### src/rtl/wib_pkg.sv
// Shared WIB buffer geometry and fetch-sequencer state encoding.
package wib_pkg;
    localparam int WIB_AW    = 10;
    localparam int WIB_DW    = 19;
    localparam int WIB_DEPTH = 1 << WIB_AW;

    typedef enum logic [1:0] {
        IDLE  = 2'd0,
        FETCH = 2'd1,
        DRAIN = 2'd2
    } fetch_state_e;
endpackage

### src/rtl/wib_fetch_fifo.sv
// First-word-fall-through FIFO between the WIB read return path and the PE stream.
module wib_fetch_fifo #(
    parameter  int DW         = 19,
    parameter  int FIFO_DEPTH = 4,
    localparam int PW         = $clog2(FIFO_DEPTH),
    localparam int CW         = PW + 1
) (
    input  logic          i_clk,
    input  logic          i_rst_n,
    input  logic          i_push,
    input  logic [DW-1:0] i_wdata,
    input  logic          i_pop,
    output logic [DW-1:0] o_rdata,
    output logic          o_full,
    output logic          o_empty,
    output logic [CW-1:0] o_count
);
    logic [DW-1:0] mem_q [FIFO_DEPTH];
    logic [PW-1:0] wr_ptr_q, wr_ptr_d, rd_ptr_q, rd_ptr_d;
    logic [CW-1:0] count_q, count_d;
    logic          do_pop;

    assign o_empty = (count_q == '0);
    assign o_full  = (count_q == CW'(FIFO_DEPTH));
    assign o_count = count_q;
    assign do_pop  = i_pop & ~o_empty;
    // Head is forced to zero when empty so the stream data is clean during and after reset.
    assign o_rdata = o_empty ? '0 : mem_q[rd_ptr_q];

    always_comb begin
        wr_ptr_d = i_push ? wr_ptr_q + PW'(1) : wr_ptr_q;
        rd_ptr_d = do_pop ? rd_ptr_q + PW'(1) : rd_ptr_q;
        count_d  = count_q;
        case ({i_push, do_pop})
            2'b10:   count_d = count_q + CW'(1);
            2'b01:   count_d = count_q - CW'(1);
            default: count_d = count_q;
        endcase
    end

    always_ff @(posedge i_clk or negedge i_rst_n) begin
        if (!i_rst_n) begin
            wr_ptr_q <= '0;
            rd_ptr_q <= '0;
            count_q  <= '0;
        end else begin
            wr_ptr_q <= wr_ptr_d;
            rd_ptr_q <= rd_ptr_d;
            count_q  <= count_d;
        end
    end

    always_ff @(posedge i_clk) begin
        if (i_push) mem_q[wr_ptr_q] <= i_wdata;
    end
endmodule

### src/rtl/wib_fetch_ctrl.sv
// WIB read sequencer: issues credit-limited reads, realigns the fixed-latency
// return data and streams it to the PE array through a FWFT FIFO.
module wib_fetch_ctrl
    import wib_pkg::*;
#(
    parameter int RD_LAT     = 2,
    parameter int FIFO_DEPTH = 4,
    parameter int AW         = WIB_AW,
    parameter int DW         = WIB_DW
) (
    input  logic          i_clk,
    input  logic          i_rst_n,
    input  logic          i_start,
    input  logic [AW-1:0] i_base_addr,
    input  logic [AW:0]   i_len,
    output logic          o_busy,
    output logic          o_done,
    output logic [AW-1:0] o_wib_raddr,
    output logic          o_wib_rd_en,
    input  logic [DW-1:0] i_wib_rdat,
    output logic [DW-1:0] o_w_data,
    output logic          o_w_vld,
    input  logic          i_w_rdy
);
    localparam int CW  = $clog2(FIFO_DEPTH) + 1;
    localparam int CW1 = CW + 1;
    localparam logic [CW:0] DEPTH_C = CW1'(FIFO_DEPTH);
    localparam logic [AW:0] ONE_L   = (AW + 1)'(1);

    fetch_state_e      state_q, state_d;
    logic [AW-1:0]     addr_cnt_q, addr_cnt_d;
    logic [AW:0]       issue_cnt_q, issue_cnt_d;
    logic [AW:0]       out_cnt_q, out_cnt_d;
    logic [CW-1:0]     inflight_q, inflight_d;
    logic [RD_LAT-1:0] vld_pipe_q, vld_pipe_d;
    logic              rd_en_q, rd_en_d;
    logic [AW-1:0]     raddr_q, raddr_d;
    logic              busy_q, busy_d;
    logic              done_q, done_d;

    logic              issue, ret, pop;
    logic              fifo_full, fifo_empty;
    logic [CW-1:0]     fifo_cnt;
    logic [CW:0]       credit_used;

    // The RAM's own data-valid is ignored; the tap of this pipe marks returning words.
    assign ret         = vld_pipe_q[RD_LAT-1];
    assign pop         = o_w_vld & i_w_rdy;
    assign credit_used = {1'b0, fifo_cnt} + {1'b0, inflight_q};
    // A word holds a credit from issue until it is popped, so the FIFO can never overflow.
    assign issue       = (state_q == FETCH) && (issue_cnt_q != '0) && (credit_used < DEPTH_C);

    always_comb begin
        vld_pipe_d = (vld_pipe_q << 1) | RD_LAT'(rd_en_q);
        inflight_d = inflight_q;
        case ({issue, ret})
            2'b10:   inflight_d = inflight_q + CW'(1);
            2'b01:   inflight_d = inflight_q - CW'(1);
            default: inflight_d = inflight_q;
        endcase
    end

    always_comb begin
        state_d     = state_q;
        addr_cnt_d  = addr_cnt_q;
        issue_cnt_d = issue_cnt_q;
        out_cnt_d   = out_cnt_q;
        busy_d      = busy_q;
        done_d      = 1'b0;
        rd_en_d     = issue;
        raddr_d     = raddr_q;
        if (issue) begin
            raddr_d     = addr_cnt_q;
            addr_cnt_d  = addr_cnt_q + AW'(1);
            issue_cnt_d = issue_cnt_q - ONE_L;
        end
        if (pop && out_cnt_q != '0) out_cnt_d = out_cnt_q - ONE_L;
        case (state_q)
            IDLE: begin
                if (i_start) begin
                    if (i_len != '0) begin
                        state_d     = FETCH;
                        addr_cnt_d  = i_base_addr;
                        issue_cnt_d = i_len;
                        out_cnt_d   = i_len;
                        busy_d      = 1'b1;
                    end else begin
                        done_d = 1'b1;
                    end
                end
            end
            FETCH: begin
                if (issue && issue_cnt_q == ONE_L) state_d = DRAIN;
            end
            DRAIN: begin
                if (pop && out_cnt_q == ONE_L) begin
                    state_d = IDLE;
                    busy_d  = 1'b0;
                    done_d  = 1'b1;
                end
            end
            default: state_d = IDLE;
        endcase
    end

    always_ff @(posedge i_clk or negedge i_rst_n) begin
        if (!i_rst_n) begin
            state_q     <= IDLE;
            addr_cnt_q  <= '0;
            issue_cnt_q <= '0;
            out_cnt_q   <= '0;
            inflight_q  <= '0;
            vld_pipe_q  <= '0;
            rd_en_q     <= 1'b0;
            raddr_q     <= '0;
            busy_q      <= 1'b0;
            done_q      <= 1'b0;
        end else begin
            state_q     <= state_d;
            addr_cnt_q  <= addr_cnt_d;
            issue_cnt_q <= issue_cnt_d;
            out_cnt_q   <= out_cnt_d;
            inflight_q  <= inflight_d;
            vld_pipe_q  <= vld_pipe_d;
            rd_en_q     <= rd_en_d;
            raddr_q     <= raddr_d;
            busy_q      <= busy_d;
            done_q      <= done_d;
        end
    end

    wib_fetch_fifo #(
        .DW         (DW),
        .FIFO_DEPTH (FIFO_DEPTH)
    ) u_fifo (
        .i_clk   (i_clk),
        .i_rst_n (i_rst_n),
        .i_push  (ret),
        .i_wdata (i_wib_rdat),
        .i_pop   (pop),
        .o_rdata (o_w_data),
        .o_full  (fifo_full),
        .o_empty (fifo_empty),
        .o_count (fifo_cnt)
    );

    assign o_w_vld     = ~fifo_empty;
    assign o_busy      = busy_q;
    assign o_done      = done_q;
    assign o_wib_rd_en = rd_en_q;
    assign o_wib_raddr = raddr_q;

    a_no_overflow: assert property (@(posedge i_clk) disable iff (!i_rst_n)
        !(ret && fifo_full && !pop));
endmodule

### config.mk
export PLATFORM = sky130hd
export DESIGN_NAME = wib_fetch_ctrl
export DESIGN_NICKNAME = d
export VERILOG_FILES = /design/src/rtl/wib_pkg.sv /design/src/rtl/wib_fetch_fifo.sv /design/src/rtl/wib_fetch_ctrl.sv
export SDC_FILE = /design/constraint.sdc
export NUM_CORES = 1
export LEC_CHECK = 0
export CAP_MARGIN = 20
export CELL_PAD_IN_SITES_DETAIL_PLACEMENT = 0
export CELL_PAD_IN_SITES_GLOBAL_PLACEMENT = 2
export CORE_UTILIZATION = 35
export DETAILED_ROUTE_END_ITERATION = 8
export GPL_ROUTABILITY_DRIVEN = 1
export PLACE_DENSITY = 0.79
export SLEW_MARGIN = 10
export SYNTH_ARGS = -nofsm -noshare
export SYNTH_HDL_FRONTEND = slang
export SYNTH_SLANG_ARGS = --single-unit
### constraint.sdc
create_clock -name i_clk -period 2.4 [get_ports i_clk]
set_input_delay 0.48 -clock i_clk [delete_from_list [all_inputs] [get_ports i_clk]]
set_output_delay 0.48 -clock i_clk [all_outputs]
set_load 0.01 [all_outputs]
==> results list <==
- Outcome: finished, final reports clean
- The worst setup path is of the reg -> out kind.
* Largest net degree at the start of global routing: 60
- Measured along the y axis, the die boundary spans 132.6 um.
* Clock tree from TritonCTS: yes
- Category of the worst setup path capture point: output pin
- Clock period minus worst slack: 2.365 ns
- Share of async-settable or async-resettable flops after synthesis: 43.70%
* Maximum clock insertion buffer count: 2
* Share of the synthesized area in the top cell type: 38.21%
* Proportion of synthesized chip area in sequential cells: 62.92%
* Crit-path leading delay family: multiplexers
* Period utilisation layout: 98.54%
* Total Routed Length: 12.52 mm
- During synthesis, Yosys emitted a total of 0 warnings.
- Hold Vio Cnt, Final: 0
- Between clock sinks in the finished design, the worst skew comes to 0.007904 ns.
* Data arrival time of the worst path: 1.89 ns
- The number of max-slew violations in the final report was 0.
- Max VDD drop: 0.6298 mV
- The initial utilization of the core area, before any placement, comes to 35.89%.
- The path class of the tightest hold or removal check is in -> async.
- Top area cells in the synthesized netlist: sky130_fd_sc_hd__edfxtp_1, sky130_fd_sc_hd__dfrtp_1, sky130_fd_sc_hd__mux4_2
* Post-synthesis average cell area: 14.02 um^2
- For this design, the sink count on the clock tree is 135.
- Required time at the endpoint of the critical path: 1.92 ns
- The placed instances occupy a cell area of 7191 um^2.
- Synthesized instance count: 426
- Number of flops mapped to enable cells by yosys: 76
* Top-Level Pins: 77
* Worst slew pin tran: 0.5909 ns
- The tool flagged a number of max-cap violations equal to 0.
* Global route overflow: 0
* Hold WS: 0.06283 ns
- Number of synthesized register bits: 135
* Finish-stage setup viols: 0
- 0 antenna diodes ended up in the layout.
- Sum Neg Setup Slack: 0 ns
- The finished cells cover 7757 um^2.
- Drt drc: 0
* Final net count: 595
- The count of nets left with antenna violations once routing finished came out at 0.
- Using the TritonRoute via totals, the vias-per-cell ratio works out to 4.810.
- Including well taps, the total number of placed cells is 732.
- The number of antenna violations at the first check in global routing was 0.
- Based on the critical path, the design can be clocked at up to 422.8 MHz.
- Buffers placed on the I/O ports in this run total 76.
- The worst setup path is launched from a flip-flop.
* Mean routed wirelength per cell: 16.32 um
* Largest stage delay on the critical path: 0.48 ns
- Worst path buffer plus inverter count: 2
- Inserted Clock Buffers: 17
- PnR Total Power: 10.05 mW
* Number of global-route vias before repair: 3,836
- Area growth from synthesis to final layout: 29.87%
* Fraction of final layout cells with drive strength greater than 1: 20.84%
- Setup slack on the worst reg-to-reg path comes out at 0.17 ns.
* Proportion of synthesized area in mux cells: 9.740%
- Clock input transition at the sequential cells of the worst setup and hold paths: 0.06 ns
- In this run the critical register-to-register path is launched from issue_cnt_q[8]$_DFF_PN0_.
* Register-to-Register Path Depth: 9
- Mapped cell area: 5973 um^2
* Final RePlAce weighted congestion: 0.7900
- The cell sitting at the root of the clock tree is a sky130_fd_sc_hd__clkbuf_16.
- In this run the core area contains 47 standard-cell rows.
- Power density over the cells: 1296 nW/um^2
- After Yosys synthesis, XOR and XNOR cells account for 5.279% of the synthesized area.
- Dominant synthesized flop cell: sky130_fd_sc_hd__edfxtp_1
- Fill cells in the final layout number 1,486.
- The clock tree synthesis step divided the H-tree into 4 levels.
- Global routing used 15.32% of the available tracks.
- By area, the combinational part of the netlist is dominated by simple AND/OR/NAND/NOR gates.
* Synth cell types: 44
* End of the worst register-to-register path: inflight_q[2]$_DFFE_PN0P_
- The total area inside the core boundary comes to 16,640 um^2.
- Counting every net in the synthesized netlist gives 487.
- Unrepaired setup endpoints after global routing: yes
* Clock latency of the later-clocked register in the worst-skew pair: 0.42 ns
- Detailed placement finished with a half-perimeter wire length of 8.474 mm.
- The signal on the critical path passes through buf_16 -> mux4_2 -> nor2b_1 -> clkdlybuf4s15_1.
- Worst slew margin relative to its limit: 60.30%
* Leak Pwr: 2.864 nW
- For this block, the initial DRC count from the detailed router was 210.
- Die extent in x: 132.6 um
- Summing the areas of all compound-gate instances in the mapped netlist gives 3.917% of the synthesized area.
- First-pass DRT Iterations: 4
* Maximum fanout along the worst path: 7
- On the critical path, the stage with the largest delay is an instance of sky130_fd_sc_hd__mux4_2.
- The finished layout holds 767 standard cells, fillers aside.
* Die outline area: 17,590 um^2
- Of the total synthesized cell area, the portion taken by full adders, half adders and majority gates is 3.812%.
- Leading area contributor after synthesis: sky130_fd_sc_hd__edfxtp_1
* Wire length of the first global-routing pass: 20.29 mm
- The routed layout has 3,689 vias.
- Of the total synthesized cell area, the portion taken by AND, OR, NAND and NOR gates is 12.11%.
[routing by layer]
metal  global-route usage, %  vias up  wire (um)
met5                       0        -          0
met1                   19.47     1801       5723
li1                        -     1770          -
met2                   25.26       96       6071
met3                   3.410       22        486
met4                   6.513        0        239
[worst max-delay path by stage]
stage          slack, ns  cells after the start                       endpoint                            from
3_3_place_gp        0.14                      9  u_fifo.o_count[2]$_DFFE_PN0P_                         i_w_rdy
5_1_grt            -0.04                      5                   o_w_data[14]  u_fifo.rd_ptr_q[0]$_DFFE_PN0N_
3_5_place_dp        0.08                      9  u_fifo.o_count[2]$_DFFE_PN0P_                         i_w_rdy
2_1_floorplan       0.04                     12      inflight_q[2]$_DFFE_PN0P_   u_fifo.o_count[1]$_DFFE_PN0P_
6_report            0.03                      4                   o_w_data[15]  u_fifo.rd_ptr_q[0]$_DFFE_PN0N_
4_1_cts           -0.008                      5                   o_w_data[14]  u_fifo.rd_ptr_q[0]$_DFFE_PN0N_
[layout make-up]
| class | count | area, um^2 | area share, % |
|---|---|---|---|
| Sequential cell | 135 | 3761 | 48.48 |
| Clock buffer | 18 | 429.2 | 5.532 |
| Multi-Input combinational cell | 259 | 2112 | 27.23 |
| Tap cell | 220 | 275.3 | 3.548 |
| Timing Repair Buffer | 104 | 977.2 | 12.60 |
| Clock inverter | 14 | 138.9 | 1.790 |
| Inverter | 17 | 63.81 | 0.8226 |
[synthesized netlist by cell type, drive strengths merged (2+ instances only)]
master and count:
and2 5, nand2 31, and3 4, edfxtp 76, nor4 9, xnor2 20
nor3b 2, or4 2, dfrtp 59, nand3b 4, o21ai 23, nand3 13
mux2i 3, xor2 16, nor4b 3, mux4 19, nor3 14, nor2 15
nand2b 5, nand4 3, buf 6, ha 15, inv 17, a21oi 12
mux2 11, clkbuf 9, nor2b 20, fa 2
[cell usage in the layout, fill, tap and decap left out, types with 4 or more instances in the layout]
cell and n:
sky130_fd_sc_hd__inv_1 17, sky130_fd_sc_hd__o21ai_0 7, sky130_fd_sc_hd__nor2b_1 19, sky130_fd_sc_hd__dfrtp_1 57
sky130_fd_sc_hd__mux2_1 6, sky130_fd_sc_hd__mux4_2 19, sky130_fd_sc_hd__nor2_1 15, sky130_fd_sc_hd__nor4_1 8
sky130_fd_sc_hd__buf_4 21, sky130_fd_sc_hd__o21ai_1 16, sky130_fd_sc_hd__nand2_1 30, sky130_fd_sc_hd__nand3b_1 4
sky130_fd_sc_hd__edfxtp_1 76, sky130_fd_sc_hd__buf_2 13, sky130_fd_sc_hd__buf_12 4, sky130_fd_sc_hd__clkbuf_16 17
sky130_fd_sc_hd__a21oi_1 12, sky130_fd_sc_hd__xnor2_1 20, sky130_fd_sc_hd__nand3_1 12, sky130_fd_sc_hd__xor2_1 16
sky130_fd_sc_hd__clkinvlp_4 4, sky130_fd_sc_hd__mux2_2 5, sky130_fd_sc_hd__and3_1 4, sky130_fd_sc_hd__clkdlybuf4s50_1 56
sky130_fd_sc_hd__nand2b_1 5, sky130_fd_sc_hd__nor3_1 11, sky130_fd_sc_hd__ha_1 14, sky130_fd_sc_hd__and2_1 5
sky130_fd_sc_hd__inv_6 6
[through the flow]
step | utilization [%] | setup slack (ns)
3_3_place_gp | 43.21 | 0.1446
5_1_grt | 46.61 | -0.03747
3_5_place_dp | 43.21 | 0.07746
6_report | 46.61 | 0.03495
2_1_floorplan | - | 0.04237
4_1_cts | 46.70 | -0.008448
[kinds of logic after synthesis]
family	Yosys count
flops	135
simple gates	132
compound gates	41
mux	33
fa+ha+maj	17
xor+xnor	36
buf+inv	32
[sequential cells by signal (all words and copies together), names as in the netlist, 3 cells and up]
signal,flops
u_fifo.o_count,3
addr_cnt_q,10
o_wib_raddr,10
issue_cnt_q,11
out_cnt_q,11
inflight_q,3
u_fifo.mem_q,76
[power by group]
group | internal [mW] | switching, mW
clock network | 1.45 | 1.03
registers | 3.18 | 0.512
logic | 2.06 | 1.83
[what timing repair did]
| action | 4_1_cts | 5_1_grt |
|---|---|---|
| gates cloned | 1 | 0 |
| endpoints found under the setup margin | 20 | 11 |
| hold buffers | 0 | 0 |
| setup buffers | 2 | 0 |
| resized for setup | 68 | 4 |
No activity file was read; power rests on OpenSTA's default activity.
